## config.mk

```make
export PLATFORM = sky130hd
export DESIGN_NAME = switch_port_endpoint
export DESIGN_NICKNAME = d
export VERILOG_FILES = /design/src/rtl/switch_port_endpoint.sv
export SDC_FILE = /design/constraint.sdc
export NUM_CORES = 1
export LEC_CHECK = 0
export ABC_AREA = 1
export CORE_UTILIZATION = 30
export DETAILED_ROUTE_END_ITERATION = 16
export GPL_TIMING_DRIVEN = 0
export SLEW_MARGIN = 20
export SYNTH_ARGS = -nofsm -noshare
export SYNTH_HDL_FRONTEND = slang
export SYNTH_SLANG_ARGS = --single-unit
export TNS_END_PERCENT = 5
```

## constraint.sdc

```tcl
create_clock -name clk -period 3.8 [get_ports clk]
set_input_delay 0.95 -clock clk [delete_from_list [all_inputs] [get_ports clk]]
set_output_delay 0.95 -clock clk [all_outputs]
set_load 0.005 [all_outputs]
```

## src/rtl/switch_port_endpoint.sv

```systemverilog
// Host-side endpoint for one switch port: paced TX queue toward the switch,
// destination-filtered RX queue toward a local consumer, plus misroute/drop counters.
module switch_port_endpoint #(
  parameter int PORT_ID  = 0,
  parameter int ADDR_W   = 4,
  parameter int DATA_W   = 8,
  parameter int TX_DEPTH = 4,
  parameter int RX_DEPTH = 4,
  parameter int MIN_GAP  = 1
) (
  input  logic              clk,
  input  logic              rst,
  input  logic              tx_valid,
  output logic              tx_ready,
  input  logic [ADDR_W-1:0] tx_target,
  input  logic [DATA_W-1:0] tx_data,
  output logic              sw_valid_in,
  output logic [ADDR_W-1:0] sw_source_in,
  output logic [ADDR_W-1:0] sw_target_in,
  output logic [DATA_W-1:0] sw_data_in,
  input  logic              sw_valid_out,
  input  logic [ADDR_W-1:0] sw_source_out,
  input  logic [ADDR_W-1:0] sw_target_out,
  input  logic [DATA_W-1:0] sw_data_out,
  output logic              rx_valid,
  input  logic              rx_ready,
  output logic [ADDR_W-1:0] rx_source,
  output logic [DATA_W-1:0] rx_data,
  output logic [7:0]        misroute_cnt,
  output logic [7:0]        drop_cnt
);

  localparam int TX_AW = $clog2(TX_DEPTH);
  localparam int RX_AW = $clog2(RX_DEPTH);
  localparam int GAP_W = (MIN_GAP > 1) ? $clog2(MIN_GAP + 1) : 1;

  localparam logic [1:0] ST_IDLE = 2'd0;
  localparam logic [1:0] ST_SEND = 2'd1;
  localparam logic [1:0] ST_GAP  = 2'd2;

  localparam logic [ADDR_W-1:0] MY_ADDR  = ADDR_W'(PORT_ID);
  localparam logic [GAP_W-1:0]  GAP_LOAD = GAP_W'(MIN_GAP);
  localparam logic [GAP_W-1:0]  GAP_ONE  = GAP_W'(1);

  // ---------------- TX FIFO ----------------
  logic [ADDR_W-1:0] tx_tgt_mem_q [TX_DEPTH];
  logic [DATA_W-1:0] tx_dat_mem_q [TX_DEPTH];
  logic [TX_AW:0]    tx_wr_q, tx_wr_d, tx_rd_q, tx_rd_d;
  logic              tx_full, tx_empty, tx_push, tx_pop;

  assign tx_empty = (tx_wr_q == tx_rd_q);
  assign tx_full  = (tx_wr_q[TX_AW] != tx_rd_q[TX_AW]) &&
                    (tx_wr_q[TX_AW-1:0] == tx_rd_q[TX_AW-1:0]);
  assign tx_ready = !tx_full;
  assign tx_push  = tx_valid && !tx_full;

  always_comb begin
    tx_wr_d = tx_wr_q + {{TX_AW{1'b0}}, tx_push};
    tx_rd_d = tx_rd_q + {{TX_AW{1'b0}}, tx_pop};
  end

  always_ff @(posedge clk) begin
    if (tx_push) begin
      tx_tgt_mem_q[tx_wr_q[TX_AW-1:0]] <= tx_target;
      tx_dat_mem_q[tx_wr_q[TX_AW-1:0]] <= tx_data;
    end
  end

  // ---------------- TX FSM ----------------
  logic [1:0]        state_q, state_d;
  logic [GAP_W-1:0]  gap_q, gap_d;
  logic              sw_valid_q, sw_valid_d;
  logic [ADDR_W-1:0] sw_source_q, sw_source_d;
  logic [ADDR_W-1:0] sw_target_q, sw_target_d;
  logic [DATA_W-1:0] sw_data_q, sw_data_d;

  always_comb begin
    state_d     = state_q;
    gap_d       = gap_q;
    tx_pop      = 1'b0;
    sw_valid_d  = 1'b0;
    sw_source_d = sw_source_q;
    sw_target_d = sw_target_q;
    sw_data_d   = sw_data_q;
    case (state_q)
      ST_IDLE: begin
        if (!tx_empty) begin
          tx_pop  = 1'b1;
          state_d = ST_SEND;
        end
      end
      ST_SEND: begin
        if (MIN_GAP > 0) begin
          state_d = ST_GAP;
          gap_d   = GAP_LOAD;
        end else if (!tx_empty) begin
          tx_pop = 1'b1;
        end else begin
          state_d = ST_IDLE;
        end
      end
      ST_GAP: begin
        if (gap_q <= GAP_ONE) begin
          if (!tx_empty) begin
            tx_pop  = 1'b1;
            state_d = ST_SEND;
          end else begin
            state_d = ST_IDLE;
          end
        end else begin
          gap_d = gap_q - GAP_ONE;
        end
      end
      default: state_d = ST_IDLE;
    endcase
    // Target/data are only refreshed on a pop so they hold between pulses.
    if (tx_pop) begin
      sw_valid_d  = 1'b1;
      sw_source_d = MY_ADDR;
      sw_target_d = tx_tgt_mem_q[tx_rd_q[TX_AW-1:0]];
      sw_data_d   = tx_dat_mem_q[tx_rd_q[TX_AW-1:0]];
    end
  end

  assign sw_valid_in  = sw_valid_q;
  assign sw_source_in = sw_source_q;
  assign sw_target_in = sw_target_q;
  assign sw_data_in   = sw_data_q;

  // ---------------- RX FIFO ----------------
  logic [ADDR_W-1:0] rx_src_mem_q [RX_DEPTH];
  logic [DATA_W-1:0] rx_dat_mem_q [RX_DEPTH];
  logic [RX_AW:0]    rx_wr_q, rx_wr_d, rx_rd_q, rx_rd_d;
  logic              rx_full, rx_empty, rx_push, rx_pop, rx_match;
  logic [ADDR_W-1:0] rx_src_q, rx_src_d;
  logic [DATA_W-1:0] rx_dat_q, rx_dat_d;
  logic [7:0]        mis_q, mis_d, drop_q, drop_d;

  assign rx_empty = (rx_wr_q == rx_rd_q);
  assign rx_full  = (rx_wr_q[RX_AW] != rx_rd_q[RX_AW]) &&
                    (rx_wr_q[RX_AW-1:0] == rx_rd_q[RX_AW-1:0]);
  assign rx_match = sw_valid_out && (sw_target_out == MY_ADDR);
  assign rx_pop   = !rx_empty && rx_ready;
  assign rx_push  = rx_match && (!rx_full || rx_pop);

  always_comb begin
    rx_wr_d = rx_wr_q + {{RX_AW{1'b0}}, rx_push};
    rx_rd_d = rx_rd_q + {{RX_AW{1'b0}}, rx_pop};
    mis_d   = mis_q;
    drop_d  = drop_q;
    if (sw_valid_out && !rx_match && (mis_q != 8'hFF)) mis_d = mis_q + 8'd1;
    if (rx_match && rx_full && !rx_pop && (drop_q != 8'hFF)) drop_d = drop_q + 8'd1;
  end

  // Head registers track the next head; the incoming packet bypasses memory
  // when it lands in the slot that becomes the head.
  always_comb begin
    rx_src_d = rx_src_q;
    rx_dat_d = rx_dat_q;
    if (rx_wr_d != rx_rd_d) begin
      if (rx_push && (rx_wr_q[RX_AW-1:0] == rx_rd_d[RX_AW-1:0])) begin
        rx_src_d = sw_source_out;
        rx_dat_d = sw_data_out;
      end else begin
        rx_src_d = rx_src_mem_q[rx_rd_d[RX_AW-1:0]];
        rx_dat_d = rx_dat_mem_q[rx_rd_d[RX_AW-1:0]];
      end
    end
  end

  always_ff @(posedge clk) begin
    if (rx_push) begin
      rx_src_mem_q[rx_wr_q[RX_AW-1:0]] <= sw_source_out;
      rx_dat_mem_q[rx_wr_q[RX_AW-1:0]] <= sw_data_out;
    end
  end

  assign rx_valid     = !rx_empty;
  assign rx_source    = rx_src_q;
  assign rx_data      = rx_dat_q;
  assign misroute_cnt = mis_q;
  assign drop_cnt     = drop_q;

  always_ff @(posedge clk) begin
    if (rst) begin
      tx_wr_q     <= '0;
      tx_rd_q     <= '0;
      state_q     <= ST_IDLE;
      gap_q       <= '0;
      sw_valid_q  <= 1'b0;
      sw_source_q <= '0;
      sw_target_q <= '0;
      sw_data_q   <= '0;
      rx_wr_q     <= '0;
      rx_rd_q     <= '0;
      rx_src_q    <= '0;
      rx_dat_q    <= '0;
      mis_q       <= '0;
      drop_q      <= '0;
    end else begin
      tx_wr_q     <= tx_wr_d;
      tx_rd_q     <= tx_rd_d;
      state_q     <= state_d;
      gap_q       <= gap_d;
      sw_valid_q  <= sw_valid_d;
      sw_source_q <= sw_source_d;
      sw_target_q <= sw_target_d;
      sw_data_q   <= sw_data_d;
      rx_wr_q     <= rx_wr_d;
      rx_rd_q     <= rx_rd_d;
      rx_src_q    <= rx_src_d;
      rx_dat_q    <= rx_dat_d;
      mis_q       <= mis_d;
      drop_q      <= drop_d;
    end
  end

endmodule
```

# Word-level counts from Yosys, hierarchy flattened
# Memories as Yosys holds them, arrays and structs flattened. A register that Yosys moved wholly into a read port is not among the register bits.
# Index checks and enable logic that the tools add are counted.
# classes
add_sub_neg,7
magnitude_cmp,1
n_eq_ne,14
muxes,14
reduce_logical,22
# op_table
cell,count
adder 8 x 1 -> 8 bit (second input constant),2
inequality test 8 bit (second input constant),2
adder 3 x 1 -> 3 bit,4
logical AND 1 bit,11
2-to-1 mux 1 bit,9
== test 3 bit,2
inequality test 2 bit (second input constant),3
case mux 2 bit (3 select lines),1
zero test 1 bit,5
== test 2 bit,2
zero test 4 bit,1
2-to-1 mux 2 bit,2
case mux 1 bit (2 select lines),2
AND reduction 2 bit,2
inequality test 3 bit,1
== test 2 x 1 -> 1 bit (second input constant),1
== test 2 bit (second input constant),1
zero test 2 bit,1
inequality test 1 bit,2
nonzero test 2 bit,1
<= comparator 1 bit (second input constant),1
logical OR 1 bit,1
subtractor 1 bit (second input constant),1
# totals
register_bits,32
mem_bits_rw,96
inputBits,33
output_inout_bits,47
word_cells,71
mem_count,4
# mem_list
memory,depth,width,rd,rd_clocked_by_memory_dff,write_ports,line,source
rx_dat_mem_q,4,8,1,1,1,132,logic [DATA_W-1:0] rx_dat_mem_q [RX_DEPTH];
tx_dat_mem_q,4,8,1,1,1,47,logic [DATA_W-1:0] tx_dat_mem_q [TX_DEPTH];
rx_src_mem_q,4,4,1,1,1,131,logic [ADDR_W-1:0] rx_src_mem_q [RX_DEPTH];
tx_tgt_mem_q,4,4,1,1,1,46,logic [ADDR_W-1:0] tx_tgt_mem_q [TX_DEPTH];

# Depth between registers and ports, before layout
# Gate-level depths: netlist of the first run.
# logic_depth
depth_word,7
ltp_mapped,19
depth_no_buf,18

# Worst setup path after synthesis of the first run
# Ideal clock, no wire load.
# synth_timing
path_type,input port to flip-flop
startpoint,in sw_target_out[0]
endpoint,reg rx_dat_q[1] (netlist: rx_data[1]) (read register of rx_dat_mem_q)
setup_ns,0.110
t_arrival_ns,2.904
t_required_ns,3.690
path_slack_ns,0.786
cell_stages,16
path_buffers,2
cell_sequence,inv_1 nand4_2 clkinv_1 buf_2 nand2_1 inv_1 ha_1 ha_1 inv_1 nand2_1 a21oi_2 nand3_2 buf_6 or2_0 nand3_1 inv_1
# synth_between
elab_chain_cells,5
# synth_rtl
element,line,source
start: declaration,23,"input logic [ADDR_W-1:0] sw_target_out,"
zero test 4 bit,142,assign rx_match = sw_valid_out && (sw_target_out == MY_ADDR);
logical AND 1 bit,142,
logical AND 1 bit,144,assign rx_push = rx_match && (!rx_full || rx_pop);
adder 3 x 1 -> 3 bit,147,"rx_wr_d = rx_wr_q + {{RX_AW{1'b0}}, rx_push};"
via rx_wr_d[1],133,"logic [RX_AW:0] rx_wr_q, rx_wr_d, rx_rd_q, rx_rd_d;"
inequality test 3 bit,160,if (rx_wr_d != rx_rd_d) begin
end: declaration,136,"logic [DATA_W-1:0] rx_dat_q, rx_dat_d;"
# The timed path passes the listed nets, and every way through them passes these cells.
# A chain may end at the register's enable or synchronous reset.

# Final worst setup path of the first run
# layout_timing
startpoint,in sw_target_out[0]
endpoint,reg rx_dat_q[6] (netlist: rx_data[6]) (read register of rx_dat_mem_q)
# The elaborated chain is that of the path after synthesis.

==> results of run 1 <==
## per-stage QoR
stage	utilization	area, µm²	setup slack, ns
5_1_grt	0.391	8190	0.0993
3_3_place_gp	0.358	7500	-0.431
6_report	0.391	8190	0.347
3_5_place_dp	0.364	7620	-0.184
4_1_cts	0.391	8190	0.250
2_1_floorplan	-	6410	0.786
## report_power, final
part | total [W] | internal, W | switching, W
sequential | 0.00191 | 0.00185 | 0.0000536
combinational | 0.000828 | 0.000366 | 0.000462
clock | 0.00159 | 0.000862 | 0.000728
total | 0.00432 | 0.00308 | 0.00124
## Yosys cell counts (all sizes together)
| cell type | count | area, µm² |
|---|---|---|
| a21oi | 26 | 141 |
| buf | 23 | 166 |
| clkbuf | 10 | 37.5 |
| clkinv | 3 | 12.5 |
| conb | 1 | 3.75 |
| dfxtp | 54 | 1080 |
| edfxtp | 96 | 2880 |
| ha | 10 | 125 |
| inv | 50 | 188 |
| nand2 | 98 | 393 |
| nand3 | 28 | 168 |
| nand3b | 1 | 7.51 |
| nand4 | 21 | 144 |
| nor2 | 95 | 389 |
| nor3 | 12 | 60.1 |
| o21ai | 43 | 215 |
| o21bai | 1 | 7.51 |
| o22ai | 11 | 68.8 |
| o32ai | 12 | 105 |
| or2 | 11 | 68.8 |
| xnor2 | 5 | 43.8 |
| xor2 | 10 | 87.6 |
## sequential cells by signal (all words and copies together), names as in the netlist
signal and flops:
sw_valid_in 1, state_q 1, tx_dat_mem_q 32, sw_data_in 8
rx_source 4, tx_rd_q 3, rx_rd_q 3, sw_target_in 4
rx_src_mem_q 16, misroute_cnt 8, tx_wr_q 3, rx_data 8
rx_dat_mem_q 32, rx_wr_q 3, drop_cnt 8, tx_tgt_mem_q 16
## repair_timing
item | in CTS | in global routing
setup buffers | 0 | 0
endpoints found under the setup margin | 0 | 2
hold endpoints to repair | 0 | 0
resized for setup | 0 | 1
## tightest hold or removal path, stage by stage, from the launching register on
cell,delay [ns]
dfxtp_1,0.31
nand2_1,0.06
a21oi_1,0.05
## final timing paths
check             depth (start not counted)                    endpoint                        from
setup / recovery                         17     rx_data[6]$_SDFFE_PP0P_            sw_target_out[0]
hold / removal                            2  sw_data_in[3]$_SDFFE_PP0P_  sw_data_in[3]$_SDFFE_PP0P_
setup reg to reg                         17     rx_data[1]$_SDFFE_PP0P_       rx_wr_q[1]$_SDFF_PP0_
hold reg to reg                           2  sw_data_in[3]$_SDFFE_PP0P_  sw_data_in[3]$_SDFFE_PP0P_
## placed cells by master (no fill, tap or decap), drive strengths merged, types with 21 or more instances in the layout
master         count
a21oi             26
buf               31
clkbuf            27
clkdlybuf4s50     75
dfxtp             54
edfxtp            96
inv               58
nand2             98
nand3             28
nand4             21
nor2              95
o21ai             43
## area by class of cell
cell class              instances  area share
plain buffers                  33      0.0249
clock inverters                15      0.0168
multi-input cells             388       0.254
inverters                      53      0.0244
repair buffers                 83       0.102
well taps                     275      0.0420
flip-flops and latches        150       0.484
clock buffers                  17      0.0519
## kinds of logic after synthesis
family,count (synthesis),share of synthesized area
simple gates,266,0.192
xor+xnor,15,0.0205
fa+ha+maj,10,0.0196
flops,150,0.620
other cells,1,0.000586
compound gates,93,0.0841
buf+inv,86,0.0632
## per-layer routing
layer | GRT usage | vias to the layer above
li1 | - | 2329
met1 | 0.183 | 2201
met2 | 0.218 | 122
met3 | 0.0373 | 16
met4 | 0.0701 | 0
met5 | 0 | -
==> out/results.ini, run 1 <==
[clock_tree]
cts_tree=yes
cts-root-buf=clkbuf_16
cts_buffer_depth=2
worstSkewPairLatency_ns=0.43
cts.clk_slew.worst_paths_ns=0.07
hold_buffers=0
cts-buffers-inserted=17
htree_levels=4
cts.sinks=150

[yosys]
syn_inst=621
ys_seq_area_frac=0.620
yosysWarningCount=0
yosysUniqueCellTypes=37
ys_seq_elements=150
syn_area_um2=6400
avgSynthCellArea_um2=10.3

[worst_setup_path]
path_cells=clkdlybuf4s50_1, inv_1, nand4_2, clkinv_1, buf_2, nand2_2, inv_1, ha_1, ha_1, inv_1, nand2_1, a21oi_2, nand3_2, buf_6, or2_0, nand3_1, inv_1
worst_path_max_delay_cell=clkdlybuf4s50_1
reg2reg_slack_ns=0.76
required_ns=4.12
cp-end-kind=flop
criticalPathCategory=input pin to flop
critPathTopFamily=buffers and inverters
critPathMaxStageDelay_ns=0.46
worstSetupStartpointType=input pin
arrival_ns=3.78
crit_path_max_fanout=10
path_buf_inv=8
cp_common_cell=inv_1

[pwr]
p_per_area_nw_per_um2=528
p_total_w=0.00432
irDropWorstVdd_uv=271
leakage_nw=3.08

[floorplanning]
ioPinCount=80
rows=53
start_util=0.305
fp.dieW_um=148
core_area_um2=21000
dieArea_um2=21900
die_h_um=148

[timing]
relSlewSlack=0.528
finalSetupTns_ns=0
final_max_slew_viol_count=0
fin_skew_ns=0.0125
worstMarginPinSlew_ns=0.704
max_freq_mhz=290
fin_crit_ns=3.45
grt_setup_unrepaired=no
post-route-period-util=0.909
final_hold_viol_count=0
setup_viol=0
whs_ns=0.464

[place]
dpl.cell_count=982
numPortBuffers=75
dpl.hpwl_um=10100
globalplace.congestion=0.789

[hold_path]
hold_class=flop to flop

[run]
drv_cap=0

[grt]
grtUsageTotal=0.141
grt_pass1_wl_um=23500
grt_max_degree=17
grt_pass1_vias=4513
grt_overflow_total=0
grt_antenna_before_repair=0

[route]
num_vias=4668
routedWlPerCell_um=14.5
wirelength_um=14700
first_iter_violations=322
routed.top_layer=met4
dr.pass1.iters=4
drt-met1-wl_um=6760
drc=0
detail_route.vias_per_cell=4.60
dr_wl_met2_um=6960
antenna_left=0
wl_met3_um=803

[cells_and_area]
multi_input_area_um2=2080
syn_to_final_growth_pct=28.1
nFillCells=2070
instances_no_fill=1014
regArea_um2=3960
fin_nets=769
antenna_cells=0
drive_gt1_frac=0.137

[run_status]
status=complete, no violations

(Power assumes the default switching activity.)
==> inputs of run 2 (changes only) <==
- CTS_BUF_LIST: not set -> sky130_fd_sc_hd__clkbuf_4 sky130_fd_sc_hd__clkbuf_8
- DONT_BUFFER_PORTS: not set -> 1
==> run 2 against run 1 <==
Compared with the run above:
- sequential power about the same
- worst setup slack better by 0.37 ns
- combinational power shrank 25%
- critical endpoint is now rx_source[0]$_SDFFE_PP0P_
- register-to-register slack got worse by 0.04 ns
- via count down 5.8%
- routed wire length decreased by 1.6%
- critical path depth unchanged
- utilization decreased by 4.4 points
==> out/results.ini, run 2 (same netlist as run 1, synthesis figures left out) <==
[run_status]
status=complete, no violations

[pwr]
p_total_w=0.00379  ; -12%
leakage_nw=2.74  ; -11%
irDropWorstVdd_uv=181  ; -33%
p_per_area_nw_per_um2=520  ; -1.5%

[clock_tree]
cts_tree=yes
cts.clk_slew.worst_paths_ns=0.10  ; +0.03 ns
worstSkewPairLatency_ns=0.47  ; +0.04 ns
cts-root-buf=clkbuf_8
cts_setup_buffers=0  ; unchanged
cts-buffers-inserted=17  ; unchanged
cts_buffer_depth=2  ; unchanged
hold_buffers=0  ; unchanged
cts.sinks=150  ; unchanged
htree_levels=4  ; unchanged
ctsResizeCount=0  ; unchanged

[grt]
grtUsageTotal=0.139  ; -0.00231
grt_pass1_vias=4267  ; -5.5%
grt-busiest-layer=met2
grt_overflow_total=0  ; unchanged
use_met2=0.226  ; +0.00775
met1_usage=0.172  ; -0.0101
met3_usage=0.0466  ; +0.00926
grt_max_degree=19  ; +2
grt_antenna_before_repair=0  ; unchanged
grt_pass1_wl_um=23300  ; -0.85%

[worst_setup_path]
cp_common_cell=nand2_2
worst_path_max_delay_cell=dfxtp_1
worstSetupStartpointType=flop
path_cells=inv_2, nand2_2, nand2_2, nor2_4, nand2_1, nand2_2, inv_1, ha_1, ha_1, inv_2, clkbuf_1, o21ai_0, o22ai_1, nand2_1, nand3_1, nand3_1, inv_1
criticalPathCategory=flop to flop
reg2reg_slack_ns=0.72  ; -0.04 ns
critPathMaxStageDelay_ns=0.49  ; +0.03 ns
required_ns=4.22  ; +0.10 ns
cp-end-kind=flop
crit_path_max_fanout=10  ; unchanged
critPathTopFamily=simple AND/OR/NAND/NOR gates
path_buf_inv=5  ; -3
arrival_ns=3.50  ; -0.28 ns

[timing]
worstMarginPinSlew_ns=0.686  ; -0.0184 ns
relSlewSlack=0.540  ; +0.0123
post-route-period-util=0.811  ; -0.0976
max_freq_mhz=324  ; +12%
whs_ns=0.489  ; +0.0248 ns
fin_skew_ns=0.0144  ; +0.00188 ns
finalSetupTns_ns=0  ; unchanged
fin_crit_ns=3.08  ; -0.371 ns
setup_viol=0  ; unchanged
final_hold_viol_count=0  ; unchanged
final_max_slew_viol_count=0  ; unchanged
grt_setup_unrepaired=no

[floorplanning]
core_area_um2=21000  ; unchanged
dieArea_um2=21900  ; unchanged
ioPinCount=80  ; unchanged
fp.dieW_um=148  ; unchanged
die_h_um=148  ; unchanged
rows=53  ; unchanged
start_util=0.305  ; unchanged

[place]
numPortBuffers=0  ; -100%
dpl.hpwl_um=10000  ; -0.28%
dpl.cell_count=907  ; -7.6%
globalplace.congestion=0.821  ; +4.0%
post_dp_cell_area_um2=6880  ; -9.8%

[run]
drv_cap=0  ; unchanged

[cells_and_area]
regArea_um2=3960  ; unchanged
syn_to_final_growth_pct=13.8
multi_input_area_um2=2080  ; -0.12%
final_cell_mix=96 x edfxtp_1, 90 x nand2_1, 90 x nor2_1, 54 x dfxtp_1, 44 x inv_1
layout_commonest_cell=edfxtp_1
fin_area_um2=7280  ; -11%
nFillCells=2123  ; +2.6%
drive_gt1_frac=0.152  ; +0.0154
fin_nets=694  ; -9.8%
antenna_cells=0  ; unchanged
instances_no_fill=939  ; -7.4%

[route]
dr.pass1.iters=4  ; unchanged
num_vias=4397  ; -5.8%
first_iter_violations=377  ; +17%
routedWlPerCell_um=15.4  ; +6.2%
wirelength_um=14500  ; -1.6%
antenna_left=0  ; unchanged
detail_route.vias_per_cell=4.68  ; +1.7%
drc=0  ; unchanged

[hold_path]
hold_class=flop to flop

run 2: cell types whose count changed in the layout (fill, tap and decap cells not counted), moves of 2 or more:
cell	delta
clkbuf_16	-17
clkbuf_8	+17
clkdlybuf4s50_1	-75
clkinv_4	-3
inv_6	-2
inv_8	+6
run 2: worst reg2reg max path: stages (launching register included):
cell      delay (ns)
dfxtp_1         0.49
inv_2           0.12
nand2_2         0.08
nand2_2         0.06
nor2_4          0.14
nand2_1         0.14
nand2_2         0.15
inv_1           0.06
ha_1            0.18
ha_1            0.38
inv_2           0.14
clkbuf_1        0.43
o21ai_0         0.19
o22ai_1         0.16
nand2_1         0.08
nand3_1         0.11
nand3_1         0.08
inv_1           0.05
run 2: path summary, 6_finish.rpt:
path                                                    from                      endpoint  depth (start not counted)
worst max-delay path                   rx_wr_q[1]$_SDFF_PP0_     rx_source[0]$_SDFFE_PP0P_                         17
worst max register to register         rx_wr_q[1]$_SDFF_PP0_     rx_source[0]$_SDFFE_PP0P_                         17
worst min register to register  sw_target_in[1]$_SDFFE_PP0P_  sw_target_in[1]$_SDFFE_PP0P_                          2
worst min-delay path            sw_target_in[1]$_SDFFE_PP0P_  sw_target_in[1]$_SDFFE_PP0P_                          2
run 2: area by class of cell:
cell class,instances,share of cell area
Clock inverter,15,0.0229
Timing Repair Buffer,8,0.0119
Clock buffer,17,0.0321
Tap cell,275,0.0473
Sequential cell,150,0.545
Inverter,53,0.0275
Buffer,33,0.0280
Multi-Input combinational cell,388,0.286
run 2: per-stage QoR:
| step | utilization | setup slack, ns |
|---|---|---|
| 2_1_floorplan | - | 0.786 |
| 3_3_place_gp | 0.322 | 0.0206 |
| 3_5_place_dp | 0.328 | 0.296 |
| 4_1_cts | 0.347 | 0.748 |
| 5_1_grt | 0.347 | 0.440 |
| 6_report | 0.347 | 0.718 |
run 2: metal layers:
| metal | wire length [µm] | part of all wire |
|---|---|---|
| met5 | 0 | 0 |
| met4 | 179 | 0.012 |
| met3 | 1020 | 0.071 |
| met2 | 7000 | 0.48 |
| met1 | 6280 | 0.43 |
run 2: power breakdown:
group	switching, W	leakage (nW)	internal [W]
registers	0.0000797	1.31	0.00185
logic	0.000395	1.22	0.000221
clock network	0.000733	0.207	0.000506
total	0.00121	2.74	0.00258
==> inputs of run 3 (changes only) <==
- clock period: 3.8 -> 2.6 ns (I/O delays scaled with it)
==> run 3 against run 2 <==
Compared with the run above:
- worst setup slack lost 0.63 ns
- register-to-register slack lost 0.63 ns
- fmax grew 23%
- non-clock buffer count grew 16
- critical path depth grew 2
- clock power grew 44%
- first-iteration DRC count shrank 24%
- power grew 46%
- highest routed layer unchanged
==> out/results.ini, run 3 (same netlist as run 1, synthesis figures left out) <==
[timing]
fin_skew_ns=0.0162  ; +0.00185 ns
setup_slack_ns=0.0874  ; -0.631 ns
post-route-period-util=0.966  ; +0.155
finalSetupTns_ns=0  ; unchanged
setup_viol=0  ; unchanged
max_freq_mhz=398  ; +23%
whs_ns=0.272  ; -0.217 ns
final_hold_viol_count=0  ; unchanged
relSlewSlack=0.522  ; -0.0180
final_max_slew_viol_count=0  ; unchanged
fin_crit_ns=2.51  ; -0.569 ns
worstMarginPinSlew_ns=0.713  ; +0.0269 ns

[route]
num_vias=4498  ; +2.3%
dr.pass1.iters=5  ; +1
first_iter_violations=286  ; -24%
drc=0  ; unchanged
routedWlPerCell_um=15.4  ; about the same
antenna_left=0  ; unchanged
detail_route.vias_per_cell=4.71  ; +0.58%
wirelength_um=14700  ; +1.6%

[floorplanning]
core_area_um2=21000  ; unchanged
rows=53  ; unchanged
fp.dieW_um=148  ; unchanged
start_util=0.305  ; unchanged
dieArea_um2=21900  ; unchanged
ioPinCount=80  ; unchanged
die_h_um=148  ; unchanged

[worst_setup_path]
path_buf_inv=5  ; unchanged
crit_path_max_fanout=7  ; -3
critPathMaxStageDelay_ns=0.38  ; -0.11 ns
reg2reg_slack_ns=0.09  ; -0.63 ns
criticalPathCategory=flop to flop
path_cells=inv_4, nand2_2, nand2_2, nor2_4, nand2_2, nand2_2, inv_2, ha_4, ha_4, inv_6, nand2_2, nand2_2, nor2_4, nand3_4, buf_8, nand2_4, nand3_2, nand3_2, inv_1
worst_path_max_delay_cell=dfxtp_4
arrival_ns=2.88  ; -0.62 ns
worstSetupStartpointType=flop
rr_startpoint=rx_wr_q[0]$_SDFF_PP0_
reg2reg_depth=19  ; +2
cp_common_cell=nand2_2
required_ns=2.97  ; -1.25 ns
cp-end-kind=flop
critPathTopFamily=simple AND/OR/NAND/NOR gates
rr_endpoint=rx_data[1]$_SDFFE_PP0P_

[hold_path]
hold_class=input pin to flop
min-delay-start=tx_data[7]
worstHoldEndpoint=tx_dat_mem_q[1][7]$_DFFE_PP_
hold_depth=0  ; -2

[clock_tree]
cts.sinks=150  ; unchanged
cts.clk_slew.worst_paths_ns=0.10  ; about the same
cts-root-buf=clkbuf_8
cts_tree=yes
cts-buffers-inserted=17  ; unchanged
hold_buffers=0  ; unchanged
cts_buffer_depth=2  ; unchanged
worstSkewPairLatency_ns=0.46  ; about the same
htree_levels=4  ; unchanged

[cells_and_area]
layout_commonest_cell=edfxtp_1
drive_gt1_frac=0.221  ; +0.0685
nFillCells=2060  ; -3.0%
final_cell_mix=96 x edfxtp_1, 89 x nor2_1, 80 x nand2_1, 48 x dfxtp_1
multi_input_area_um2=2230  ; +7.2%
regArea_um2=3980  ; +0.38%
antenna_cells=0  ; unchanged
syn_to_final_growth_pct=19.2
fin_nets=710  ; +2.3%
post-route-util=0.364  ; +0.0164

[run]
drv_cap=0  ; unchanged

[grt]
grtUsageTotal=0.139  ; about the same
grt_antenna_before_repair=0  ; unchanged
grt_pass1_wl_um=23000  ; -1.2%
grt_max_degree=19  ; unchanged
grt_pass1_vias=4296  ; +0.68%
grt_overflow_total=0  ; unchanged

[pwr]
leakage_nw=2.87  ; +5.1%
p_total_w=0.00553  ; +46%
irDropWorstVdd_uv=262  ; +45%
p_per_area_nw_per_um2=726  ; +40%

[place]
numPortBuffers=0  ; unchanged
dpl.hpwl_um=9930  ; -1.0%
place_ws_ns=-0.423  ; -0.719 ns
globalplace.congestion=0.816  ; -0.62%

[run_status]
status=complete, no violations

==> run 3: cell type report <==
| type | count | share of cell area |
|---|---|---|
| multi-input combinational | 388 | 0.292 |
| clock inverter | 15 | 0.0225 |
| timing repair buffer | 25 | 0.0314 |
| inverter | 53 | 0.0277 |
| buffer | 32 | 0.0281 |
| tap | 275 | 0.0451 |
| sequential | 150 | 0.522 |
| clock buffer | 17 | 0.0307 |
==> run 3: per-layer routing <==
metal	up-vias	global-route usage	routed length, µm
li1	2227	-	-
met3	20	0.0466	1160
met5	-	0	0
met2	144	0.223	7120
met1	2107	0.169	6160
met4	0	0.0613	278
==> run 3: metrics by stage <==
stage / cells / area, µm²
2_1_floorplan: 624 / 6410
3_3_place_gp: 899 / 6760
3_5_place_dp: 907 / 6890
4_1_cts: 944 / 7380
5_1_grt: 955 / 7620
6_report: 955 / 7620
==> run 3: worst max-delay path by stage <==
| stage | from | cells past startpoint | to | slack [ns] |
|---|---|---|---|---|
| finish | rx_wr_q[0]$_SDFF_PP0_ | 19 | rx_data[1]$_SDFFE_PP0P_ | 0.09 |
| global route | rx_wr_q[0]$_SDFF_PP0_ | 17 | rx_source[1]$_SDFFE_PP0P_ | -0.06 |
| CTS | rx_wr_q[1]$_SDFF_PP0_ | 17 | rx_data[7]$_SDFFE_PP0P_ | -0.002 |
| detailed placement | rx_wr_q[1]$_SDFF_PP0_ | 17 | rx_data[1]$_SDFFE_PP0P_ | -0.42 |
| global placement | sw_target_out[1] | 6 | rx_dat_mem_q[0][6]$_DFFE_PP_ | -0.80 |
| floorplan | sw_target_out[1] | 16 | rx_data[1]$_SDFFE_PP0P_ | 0.006 |
==> run 3: worst reg2reg max path, cell delays in order (launching register included) <==
cell     delay, ns
dfxtp_4       0.38
inv_4         0.04
nand2_2       0.06
nand2_2       0.07
nor2_4        0.19
nand2_2       0.12
nand2_2       0.11
inv_2         0.06
ha_4          0.16
ha_4          0.34
inv_6         0.06
nand2_2       0.05
nand2_2       0.06
nor2_4        0.15
nand3_4       0.13
buf_8         0.17
nand2_4       0.05
nand3_2       0.09
nand3_2       0.09
inv_1         0.04
==> run 3: power by group <==
group          internal, W  switching (W)  total (W)
Clock             0.000733        0.00105    0.00178
Sequential         0.00270       0.000116    0.00282
Combinational     0.000347       0.000588   0.000935
Total              0.00378        0.00175    0.00553
==> run 3: what timing repair did <==
| item | CTS | global route |
|---|---|---|
| cloned | 1 | 1 |
| pin swaps | 2 | 16 |
| setup buffers | 4 | 11 |
| resized for setup | 17 | 41 |
| endpoints found under the setup margin | 12 | 12 |
